**config.mk**
```make
export PLATFORM = sky130hd
export DESIGN_NAME = bin2bcd_converter_flat
export DESIGN_NICKNAME = d
export VERILOG_FILES = /design/src/rtl/bin2bcd_converter_if.sv /design/src/rtl/bin2bcd_converter.sv /design/src/flat_wrapper.sv
export SDC_FILE = /design/constraint.sdc
export NUM_CORES = 1
export LEC_CHECK = 0
export BUFFER_PORTS_ARGS = -buffer_cell sky130_fd_sc_hd__buf_2
export CORE_MARGIN = 3
export CORE_UTILIZATION = 25
export CTS_CLUSTER_DIAMETER = 50
export DETAILED_ROUTE_END_ITERATION = 12
export PLACE_DENSITY = 0.38
export RECOVER_POWER = 25
export SKIP_LAST_GASP = 1
export SYNTH_ARGS = -nofsm -noshare
export SYNTH_HDL_FRONTEND = slang
export SYNTH_SLANG_ARGS = --single-unit
```
**constraint.sdc**
```tcl
create_clock -name clk -period 2.45 [get_ports clk]
set_clock_uncertainty 0.05 [all_clocks]
set_input_delay 0.49 -clock clk [delete_from_list [all_inputs] [get_ports clk]]
set_output_delay 0.49 -clock clk [all_outputs]
set_load 0.01 [all_outputs]
```
**src/rtl/bin2bcd_converter_if.sv**
```systemverilog
// Request/result bundle between a binary source and the BCD converter.
// The master drives the conversion request; the slave returns status and digits.
interface bin2bcd_converter_if #(
    parameter int WIDTH = 14
);
    logic             start;
    logic [WIDTH-1:0] bin;
    logic             busy;
    logic             done;
    logic             ovf;
    logic [3:0]       digit_1;
    logic [3:0]       digit_2;
    logic [3:0]       digit_3;
    logic [3:0]       digit_4;

    modport master (
        output start, bin,
        input  busy, done, ovf, digit_1, digit_2, digit_3, digit_4
    );

    modport slave (
        input  start, bin,
        output busy, done, ovf, digit_1, digit_2, digit_3, digit_4
    );
endinterface

```
**src/rtl/bin2bcd_converter.sv**
```systemverilog
// Sequential double-dabble binary-to-BCD converter, one input bit per clock.
// Digits are registered only at the end, so the display never sees partial results.
//
//   state  | meaning
//   IDLE   | waiting for start; digits hold the last result
//   SHIFT  | add-3 adjust and shift one bit per cycle, WIDTH cycles
//   FINISH | publish digits and ovf, pulse done
module bin2bcd_converter #(
    parameter int WIDTH   = 14,
    parameter int MAX_VAL = 9999
) (
    input  logic              clk,
    input  logic              rst_n,
    bin2bcd_converter_if.slave bus
);
    typedef enum logic [1:0] {
        IDLE   = 2'd0,
        SHIFT  = 2'd1,
        FINISH = 2'd2
    } state_t;

    localparam logic [WIDTH-1:0] MAX_V    = WIDTH'(MAX_VAL);
    localparam logic [3:0]       LAST_CNT = 4'(WIDTH - 1);

    state_t             state;
    logic [WIDTH-1:0]   binreg;
    logic [15:0]        scratch;
    logic [3:0]         cnt;
    logic               ovf_lat;
    logic [15:0]        adj;
    logic [WIDTH+15:0]  shifted;

    // Nibbles of 5..9 become 8..12, so the add never carries into the next nibble.
    always_comb begin
        adj = scratch;
        for (int i = 0; i < 4; i++) begin
            if (scratch[i*4 +: 4] >= 4'd5)
                adj[i*4 +: 4] = scratch[i*4 +: 4] + 4'd3;
        end
    end

    assign shifted = {adj, binreg} << 1;

    always_ff @(posedge clk or negedge rst_n) begin
        if (!rst_n) begin
            state       <= IDLE;
            binreg      <= '0;
            scratch     <= '0;
            cnt         <= '0;
            ovf_lat     <= 1'b0;
            bus.busy    <= 1'b0;
            bus.done    <= 1'b0;
            bus.ovf     <= 1'b0;
            bus.digit_1 <= '0;
            bus.digit_2 <= '0;
            bus.digit_3 <= '0;
            bus.digit_4 <= '0;
        end else begin
            case (state)
                IDLE: begin
                    bus.done <= 1'b0;
                    if (bus.start) begin
                        binreg   <= (bus.bin > MAX_V) ? MAX_V : bus.bin;
                        ovf_lat  <= (bus.bin > MAX_V);
                        scratch  <= '0;
                        cnt      <= '0;
                        bus.busy <= 1'b1;
                        state    <= SHIFT;
                    end
                end
                SHIFT: begin
                    {scratch, binreg} <= shifted;
                    cnt               <= cnt + 4'd1;
                    if (cnt == LAST_CNT)
                        state <= FINISH;
                end
                FINISH: begin
                    bus.digit_1 <= scratch[3:0];
                    bus.digit_2 <= scratch[7:4];
                    bus.digit_3 <= scratch[11:8];
                    bus.digit_4 <= scratch[15:12];
                    bus.ovf     <= ovf_lat;
                    bus.done    <= 1'b1;
                    bus.busy    <= 1'b0;
                    state       <= IDLE;
                end
                default: begin
                    bus.busy <= 1'b0;
                    bus.done <= 1'b0;
                    state    <= IDLE;
                end
            endcase
        end
    end
endmodule
```
**src/flat_wrapper.sv**
```systemverilog
// flat-port wrapper written by rule: the top's interface ports become plain ports
module bin2bcd_converter_flat 
#(
    parameter int WIDTH   = 14,
    parameter int MAX_VAL = 9999
)
  (clk, rst_n, bus_start, bus_bin, bus_busy, bus_done, bus_ovf, bus_digit_1, bus_digit_2, bus_digit_3, bus_digit_4);
  bin2bcd_converter_if #(.WIDTH(WIDTH)) bus_i ();
  input  logic clk;
  input  logic rst_n;
  input wire logic [$bits(bus_i.start)-1:0] bus_start;
  input wire logic [$bits(bus_i.bin)-1:0] bus_bin;
  output wire logic [$bits(bus_i.busy)-1:0] bus_busy;
  output wire logic [$bits(bus_i.done)-1:0] bus_done;
  output wire logic [$bits(bus_i.ovf)-1:0] bus_ovf;
  output wire logic [$bits(bus_i.digit_1)-1:0] bus_digit_1;
  output wire logic [$bits(bus_i.digit_2)-1:0] bus_digit_2;
  output wire logic [$bits(bus_i.digit_3)-1:0] bus_digit_3;
  output wire logic [$bits(bus_i.digit_4)-1:0] bus_digit_4;
  assign bus_i.start = bus_start;
  assign bus_i.bin = bus_bin;
  assign bus_busy = bus_i.busy;
  assign bus_done = bus_i.done;
  assign bus_ovf = bus_i.ovf;
  assign bus_digit_1 = bus_i.digit_1;
  assign bus_digit_2 = bus_i.digit_2;
  assign bus_digit_3 = bus_i.digit_3;
  assign bus_digit_4 = bus_i.digit_4;
  bin2bcd_converter #(.WIDTH(WIDTH), .MAX_VAL(MAX_VAL)) u_core (.clk(clk), .rst_n(rst_n), .bus(bus_i));
endmodule
```
After elaboration in Yosys (flattened, before gate mapping)
Index checks and enable logic that the tools add are counted.
{ "op_classes": {"n_addsub": 5, "order_cmp": 5, "eq_ne": 5, "mux": 17, "n_bitwise": 1, "n_reduce_logical": 6} }
{ "op_table": {"columns": ["operator", "count"], "rows": [
  ["16-bit case mux with 2 select lines", 1],
  ["14-bit 2-to-1 mux", 2],
  ["14-bit case mux with 2 select lines", 1],
  ["4-bit by 3-bit greater-or-equal comparator with 1-bit output (second input constant)", 4],
  ["16-bit 2-to-1 mux", 1],
  ["4-bit 2-to-1 mux", 4],
  ["14-bit > comparator (second input constant)", 1],
  ["4-bit by 2-bit adder with 4-bit output (second input constant)", 3],
  ["4-bit case mux with 2 select lines", 1],
  ["2-bit AND reduction", 4],
  ["4-bit by 1-bit adder with 4-bit output (second input constant)", 1],
  ["4-bit == test (second input constant)", 1],
  ["2-bit 2-to-1 mux", 2],
  ["1-bit case mux with 2 select lines", 2],
  ["2-bit case mux with 2 select lines", 1],
  ["3-bit by 2-bit adder with 3-bit output (second input constant)", 1],
  ["3-bit 2-to-1 mux", 1],
  ["2-bit by 1-bit == test with 1-bit output (second input constant)", 1],
  ["2-bit == test (second input constant)", 1],
  ["2-bit logical NOT", 1],
  ["2-bit by 1-bit != test with 1-bit output (second input constant)", 1],
  ["2-bit != test (second input constant)", 1],
  ["2-bit nonzero test", 1],
  ["1-bit 2-to-1 mux", 1],
  ["1-bit NOT", 1]
]} }
{ "word_totals": {"regBits": 56, "inputBits": 17, "output_inout_bits": 19} }

Longest topological paths before layout
Gate-level depths: netlist of run 1.
{ "depth": {"depth_word": 4, "mapped_depth": 6} }

Least setup slack after synthesis of run 1
OpenSTA, ideal clock, no wires.
{ "synth_path": {"path_type": "register -> register", "startpoint": "reg u_core.scratch[0]", "endpoint": "reg u_core.scratch[2]", "t_arrival_ns": 1.435, "required_ns": 2.317, "setup_slack_ns": 0.882, "path_stages_with_launch": 7, "n_path_buf": 0, "period_less_slack_ns": 1.568, "path_cell_list": "dfrtp_1 > inv_1 > ha_1 > nand2b_1 > a21oi_1 > mux2_2 > o21ai_0"} }
{ "synth_between": {"elab_chain_cells": 3, "word_cells_on_any_way": 4} }
{ "synth_lines": {"columns": ["element", "line", "source"], "rows": [
  ["start: declaration", "bin2bcd_converter.sv:27", "logic [15:0] scratch;"],
  ["start signal: assignment", "bin2bcd_converter.sv:72", "{scratch, binreg} <= shifted;"],
  ["4-bit by 2-bit adder with 4-bit output / 4-bit by 3-bit greater-or-equal comparator with 1-bit output (equally long branches)", "bin2bcd_converter.sv:38, bin2bcd_converter.sv:37", null],
  ["4-bit 2-to-1 mux (*)", "bin2bcd_converter.sv:37", "if (scratch[i*4 +: 4] >= 4'd5)"],
  ["16-bit case mux with 2 select lines (*)", "bin2bcd_converter.sv:59", "case (state)"]
]} }
Every way passes the cells marked *; elsewhere a longest branch is shown, timed or not.
A chain may end at the register's enable or synchronous reset.

Worst setup path in the final report of run 1
{ "layout_path": {"startpoint": "reg u_core.scratch[8]", "endpoint": "reg u_core.scratch[10]"} }
Same word-level chain as after synthesis.

==> summary.txt, run 1 <==
Logic synthesis
  • Syn nets: 274
  • Ys Warns: 0
  • Top post-synthesis cells by area: dfrtp_1, o21ai_0, ha_1, mux2_2, nand2_1
  • Distinct cells, synth: 32
  • Area share of the largest cell type after synthesis: 0.543
  • Post-synth top area cell: dfrtp_1
  • Part of the Yosys area used for sequential elements: 0.543
  • Mean Syn Cell Area: 10.5 um2
  • Mapped Cells: 247
  • Yosys reg bits: 56
  • Synthesized area: 2580 um2

Timing
  • RSZ-0062 raised after global routing: false
  • Final setup violation count: 0
  • Setup TNS: 0 ns
  • Fin. max-slew vios: 0
  • Final min period: 1.79 ns
  • Final hold vios: 0
  • Worst hold slack: 0.307 ns
  • Worst-Margin Slew: 1.10 ns
  • Final worst path period share: 0.730
  • Final worst slack: 0.662 ns
  • Fmax: 559 MHz
  • Slew headroom: 0.268

Die
  • Core area: ~10000 um2
  • Die Width: between 100 and 150 um
  • Initial Utilization: 0.260
  • Ports: 36
  • Chip height: about 110 um
  • Full die area: 11600 um2
  • Cell row count: 36

Clock network
  • CTS tree: yes
  • Clk sinks: 56
  • Clk buf depth: 2
  • Post-CTS Setup Inserts: 0
  • Root buffer cell: clkbuf_8
  • Clk_lat worst skew: 0.31 ns
  • Hold-fix buffers, CTS: 0
  • H-tree depth: 2
  • Post_cts resized: 0
  • Clock-pin slew of the registers on the worst-case setup and hold paths: 0.10 ns
  • Inserted Clock Buffers: 5

Final layout
  • Share of layout cells above drive strength 1: 0.216
  • Number of antenna diodes: 0
  • Final core utilization: 0.304
  • Fillers: around 1100
  • Post-synthesis to final-layout area growth: 16.6%
  • Nets: slightly above 300
  • Cell area after layout: 3010 um2

Route
  • Vias per cell: 4.44
  • Vias post-DR: around 1800
  • DR iter-0 viols: 65
  • DRT Wirelength: 5.71 mm
  • Remaining DRCs: 0
  • Final ANT Viol Nets: 0
  • WL/cell: approximately 14 um
  • TritonRoute pass-1 iters: 4

Power and ir drop
  • VDD IR max: 461 uV
  • Pleak: 1.44 nW
  • P per Cell Area: 1160 nW/um2

Min path
  • HP Class: primary input to asynchronous set/reset pin

Placed design
  • Dpl cell area: 2920 um2
  • Final GP Congestion: 0.719
  • PortBufs: 35
  • Dpl hpwl: 3.92 mm
  • Post-place setup slack: 0.598 ns

Critical path
  • CP arrival: 1.97 ns
  • Setup crit start kind: register
  • Critical path capture point type: register
  • Req. time, crit path: 2.64 ns
  • Crit Path Max Fanout: 4
  • Worst Setup Path Type: register to register

Global routing
  • Vias in the first global route: 1913
  • Global-route wire length before repair: 9.45 mm
  • Antenna violations before repair: 0
  • Tot GR Track Use: 0.104
  • GR Overflow Total: 0
  • Largest net degree at the start of global routing: 39

Run status
  • Status: complete, no violations

Job
  • Max Cap Viol: 0
[per-layer routing]
| layer | global-route usage | share of wire | vias to the layer above |
|---|---|---|---|
| li1 | - | - | 933 |
| met1 | 0.137 | 0.49 | 875 |
| met2 | 0.172 | 0.46 | 31 |
| met3 | 0.0228 | 0.037 | 7 |
| met4 | 0.0271 | 0.0096 | 0 |
| met5 | 0 | 0 | - |
[report_power, final]
| part | internal [mW] | switching, mW |
|---|---|---|
| Combinational | 0.620 | 0.761 |
| Sequential | 1.31 | 0.270 |
| Clock | 0.227 | 0.306 |
| Total | 2.16 | 1.34 |
[registers in the layout (all words and copies together) (netlist names)]
register,count
u_core.bus.digit_3,4
u_core.ovf_lat,1
u_core.bus.busy,1
u_core.bus.ovf,1
u_core.scratch,16
u_core.binreg,14
u_core.bus.digit_2,4
u_core.bus.done,1
u_core.bus.digit_4,4
u_core.state,2
u_core.cnt,4
u_core.bus.digit_1,4
[cells by family after synthesis]
logic type	Yosys count	share of synthesized area
fa+ha+maj	10	0.0485
mux	13	0.0557
simple gates	69	0.125
compound gates	64	0.157
flops	56	0.543
xor+xnor	8	0.0271
buf+inv	27	0.0441
[worst max-delay path, stage by stage (launching register included)]
cell      delay (ns)
dfrtp_1         0.44
inv_1           0.14
ha_1            0.22
nand2b_1        0.07
a21oi_1         0.30
mux2_2          0.37
o21ai_0         0.13
[final timing paths]
path                                        start               endpoint  slack [ns]  cells after the start
worst min-delay path                        rst_n  u_core.bus.digit_4[3]        0.31                      1
max in group asynchronous                   rst_n          u_core.cnt[2]        1.28                      2
worst min register to register    u_core.bus.done        u_core.bus.done        0.43                      2
worst max register to register  u_core.scratch[8]     u_core.scratch[10]        0.66                      6
worst max-delay path            u_core.scratch[8]     u_core.scratch[10]        0.66                      6
min in group clk                       bus_bin[6]       u_core.binreg[6]        0.37                      3
[placed cells by master, fill, tap and decap left out, drive strengths merged, types with 2 or more instances in the layout]
master	netlist	layout
a21oi	11	11
a222oi	4	4
a22oi	2	2
a32o	4	4
buf	8	40
clkbuf	5	7
clkinv	0	2
dfrtp	56	56
ha	10	10
inv	14	14
mux2	11	11
mux2i	2	2
nand2	29	29
nand2b	6	6
nand3	13	13
nand4	2	2
nor2	14	14
o21ai	29	29
o2bb2ai	2	2
o31ai	9	9
xnor2	4	4
xor2	4	4
[metrics by stage]
| step | power, mW | cells |
|---|---|---|
| 2_1_floorplan | 2.58 | 247 |
| 3_3_place_gp | 3.01 | 408 |
| 3_5_place_dp | 3.03 | 408 |
| 4_1_cts | 3.58 | 416 |
| 5_1_grt | 3.84 | 416 |
| 6_report | 3.49 | 416 |
[synth_stat cells (all sizes together)]
| master | instances |
|---|---|
| nor4 | 1 |
| a32o | 4 |
| nand4 | 2 |
| nor2 | 14 |
| a21oi | 11 |
| mux2 | 11 |
| nor2b | 1 |
| xor2 | 4 |
| nand2 | 29 |
| xnor2 | 4 |
| nand2b | 6 |
| a22oi | 2 |
| nand3 | 13 |
| o211ai | 1 |
| buf | 8 |
| a222oi | 4 |
| or3b | 1 |
| o31ai | 9 |
| o22ai | 1 |
| o2bb2ai | 2 |
| clkbuf | 5 |
| mux2i | 2 |
| inv | 14 |
| ha | 10 |
| dfrtp | 56 |
| nor3b | 1 |
| nor3 | 1 |
| o211a | 1 |
| o21ai | 29 |
[final cells by class]
| type | instances | area [um2] | area share |
|---|---|---|---|
| clock inverters | 2 | 10.0 | 0.00333 |
| clock buffers | 6 | 82.6 | 0.0274 |
| multi-input cells | 164 | 1070 | 0.354 |
| well taps | 133 | 166 | 0.0553 |
| inverters | 14 | 52.6 | 0.0175 |
| flip-flops and latches | 56 | 1400 | 0.466 |
| repair buffers | 41 | 231 | 0.0769 |
Power figures use the tool's default switching activity.
==> run 2: changes to the inputs <==
--- a/config.mk
+++ b/config.mk
@@ -10,7 +10,7 @@
 export CORE_UTILIZATION = 25
 export CTS_CLUSTER_DIAMETER = 50
 export DETAILED_ROUTE_END_ITERATION = 12
-export PLACE_DENSITY = 0.38
+export PLACE_DENSITY = 0.4
 export RECOVER_POWER = 25
 export SKIP_LAST_GASP = 1
 export SYNTH_ARGS = -nofsm -noshare
==> constraint.sdc (replaced) <==
create_clock -name clk -period 1.6 [get_ports clk]
set_clock_uncertainty 0.05 [all_clocks]
set_input_delay 0.32 -clock clk [delete_from_list [all_inputs] [get_ports clk]]
set_output_delay 0.32 -clock clk [all_outputs]
set_load 0.01 [all_outputs]
==> summary.txt, run 2 (same netlist as run 1, synthesis figures left out) <==
Route
  • Vias post-DR: 1981 (+7.3%)
  • Vias per cell: 4.48 (+1.0%)
  • DRT Wirelength: 6.02 mm (+5.4%)
  • TritonRoute pass-1 iters: 4 (unchanged)
  • DR iter-0 viols: 42 (-35%)
  • Final ANT Viol Nets: 0 (unchanged)
  • Remaining DRCs: 0 (unchanged)
  • WL/cell: 13.6 um (-0.80%)

Min path
  • Hold Path Stages: 3
  • HP Class: primary input to register
  • Hold Path Sink: u_core.binreg[6]
  • Hold Path Origin: bus_bin[6]

Timing
  • Final worst path period share: 0.962 (+0.232)
  • Final worst slack: 0.0605 ns (-0.602 ns)
  • Fin. max-slew vios: 0 (unchanged)
  • Final min period: 1.54 ns (-0.248 ns)
  • Slew headroom: 0.462 (+0.194)
  • Worst hold slack: 0.207 ns (-0.0994 ns)
  • Worst-Margin Slew: 0.807 ns (-0.291 ns)
  • RSZ-0062 raised after global routing: true
  • Final hold vios: 0 (unchanged)
  • Fmax: 650 MHz (+16%)
  • Final setup violation count: 0 (unchanged)

Die
  • Core area: 9910 um2 (unchanged)
  • Die Width: 108 um (unchanged)
  • Initial Utilization: 0.260 (unchanged)
  • Ports: 36 (unchanged)
  • Chip height: 108 um (unchanged)
  • Full die area: 11600 um2 (unchanged)
  • Cell row count: 36 (unchanged)

Final layout
  • Nets: 335 (+8.4%)
  • Biggest regs: u_core.scratch x16, u_core.binreg x14
  • Largest register by flop count: u_core.scratch
  • Post-synthesis to final-layout area growth: 27.7%
  • Commonest non-fill, non-tap cells in the layout: dfrtp_1, buf_2, nand2_1
  • Final non-filler cell total: 442 (+6.3%)
  • Largest register FFs: 16 (unchanged)
  • Register area: 1400 um2 (unchanged)
  • Most common cell after layout, fill and taps aside: dfrtp_1
  • Final core utilization: 0.333 (+0.0288)
  • Fillers: 1082 (+0.37%)
  • Number of antenna diodes: 0 (unchanged)
  • Share of layout cells above drive strength 1: 0.311 (+0.0951)
  • Area of the multi-input gates: 1120 um2 (+4.7%)

Clock network
  • H-tree depth: 2 (unchanged)
  • Clock-pin slew of the registers on the worst-case setup and hold paths: 0.10 ns (about the same)
  • CTS tree: yes
  • Clk sinks: 56 (unchanged)
  • Inserted Clock Buffers: 5 (unchanged)
  • Clk_lat worst skew: 0.30 ns (about the same)
  • Clk buf depth: 2 (unchanged)
  • Root buffer cell: clkbuf_8

Critical path
  • Req. time, crit path: 1.75 ns (-0.89 ns)
  • CP arrival: 1.69 ns (-0.28 ns)
  • Critical path capture point type: register
  • Crit path max-delay family: simple AND/OR/NAND/NOR gates
  • CP Buf/Inv Count: 0 (-1)
  • R2r setup slk: 0.06 ns (-0.60 ns)
  • CP max stage cell: or3b_1
  • Reg-to-reg startpoint: u_core.state[1]
  • Crit Path Max Fanout: 5 (+1)
  • Setup crit start kind: register
  • Worst path max stage delay: 0.51 ns (+0.07 ns)
  • Critical path, cell by cell: or3b_1, nand2_4, o31ai_1, a32o_1
  • Reg2reg path depth: 4 (-2)
  • RR Endpoint: u_core.scratch[15]
  • Worst Setup Path Type: register to register

Global routing
  • Global-route wire length before repair: 9.83 mm (+4.0%)
  • GR Overflow Total: 0 (unchanged)
  • Tot GR Track Use: 0.106 (+0.00185)
  • Vias in the first global route: 2016 (+5.4%)
  • Largest net degree at the start of global routing: 57 (+46%)
  • Antenna violations before repair: 0 (unchanged)

Placed design
  • Final GP Congestion: 0.728 (+1.2%)
  • PortBufs: 35 (unchanged)
  • Dpl hpwl: 3.87 mm (-1.4%)
  • Cells after DPL: 419 (+2.7%)
  • Post-place setup slack: -0.142 ns (-0.740 ns)

Power and ir drop
  • P per Cell Area: 1790 nW/um2 (+55%)
  • Sequential share of power: 0.415 (-0.037)
  • Clock share of power: 0.138 (-0.015)
  • Pleak: 1.58 nW (+9.6%)
  • Logic pwr share: 0.447 (+0.052)
  • Internal power: 3.69 mW (+71%)
  • VDD IR max: 722 uV (+57%)
  • Total power: 5.91 mW (+69%)
  • Switching power: 2.22 mW (+66%)
  • Sw Share: 0.375 (-0.00743)

Run status
  • Status: complete, no violations

Job
  • Max Cap Viol: 0 (unchanged)
-- run 2: how the worst max path moves through the flow --
stage	startpoint	endpoint	slack (ns)	cells after the start
global placement	bus_start	u_core.binreg[11]	-0.12	5
CTS	u_core.state[1]	u_core.binreg[9]	0.008	6
floorplan	u_core.scratch[0]	u_core.scratch[2]	0.03	6
detailed placement	bus_start	u_core.binreg[11]	-0.14	5
finish	u_core.state[1]	u_core.scratch[15]	0.06	4
global route	u_core.state[0]	u_core.cnt[3]	-0.03	5
-- run 2: repair_timing --
action | in CTS | in global routing
gates cloned | 0 | 1
hold buffers | 1 | 0
setup endpoints to repair | 15 | 21
setup buffers | 0 | 13
endpoints found under the hold margin | 56 | 0
pin swaps | 0 | 6
gates resized for setup | 3 | 18
-- run 2: worst reg2reg max path, cell delays in order (launching register included) --
cell     delay (ns)
dfrtp_1        0.44
or3b_1         0.51
nand2_4        0.15
o31ai_1        0.08
a32o_1         0.21
-- run 2: area by class of cell --
cell class | instances | area share
Tap cell | 133 | 0.0505
Timing Repair Buffer | 67 | 0.142
Clock buffer | 8 | 0.0273
Inverter | 14 | 0.0159
Multi-Input combinational cell | 164 | 0.339
Sequential cell | 56 | 0.425
-- run 2: power by group through the flow --
| stage | registers, mW | clock network [mW] | logic (mW) |
|---|---|---|---|
| finish | 2.45 | 0.816 | 2.64 |
| global route | 2.55 | 0.912 | 3.00 |
| floorplan | 2.43 | 0 | 1.53 |
| CTS | 2.43 | 0.858 | 2.37 |
| global placement | 2.45 | 0 | 2.32 |
| detailed placement | 2.45 | 0 | 2.35 |
-- run 2: per-stage QoR --
step / TNS (ns) / cell area, um2
after global placement: -0.666 / 3030
after CTS: 0 / 3130
after floorplan: 0 / 2580
final: 0 / 3300
after global routing: -0.186 / 3300
after detailed placement: -0.989 / 3030
-- run 2: layer usage --
| metal | wire, um | up-vias | global-route usage |
|---|---|---|---|
| met3 | 203 | 7 | 0.0216 |
| met5 | 0 | - | 0 |
| li1 | - | 983 | - |
| met4 | 46 | 0 | 0.0271 |
| met1 | 2980 | 957 | 0.143 |
| met2 | 2780 | 34 | 0.172 |
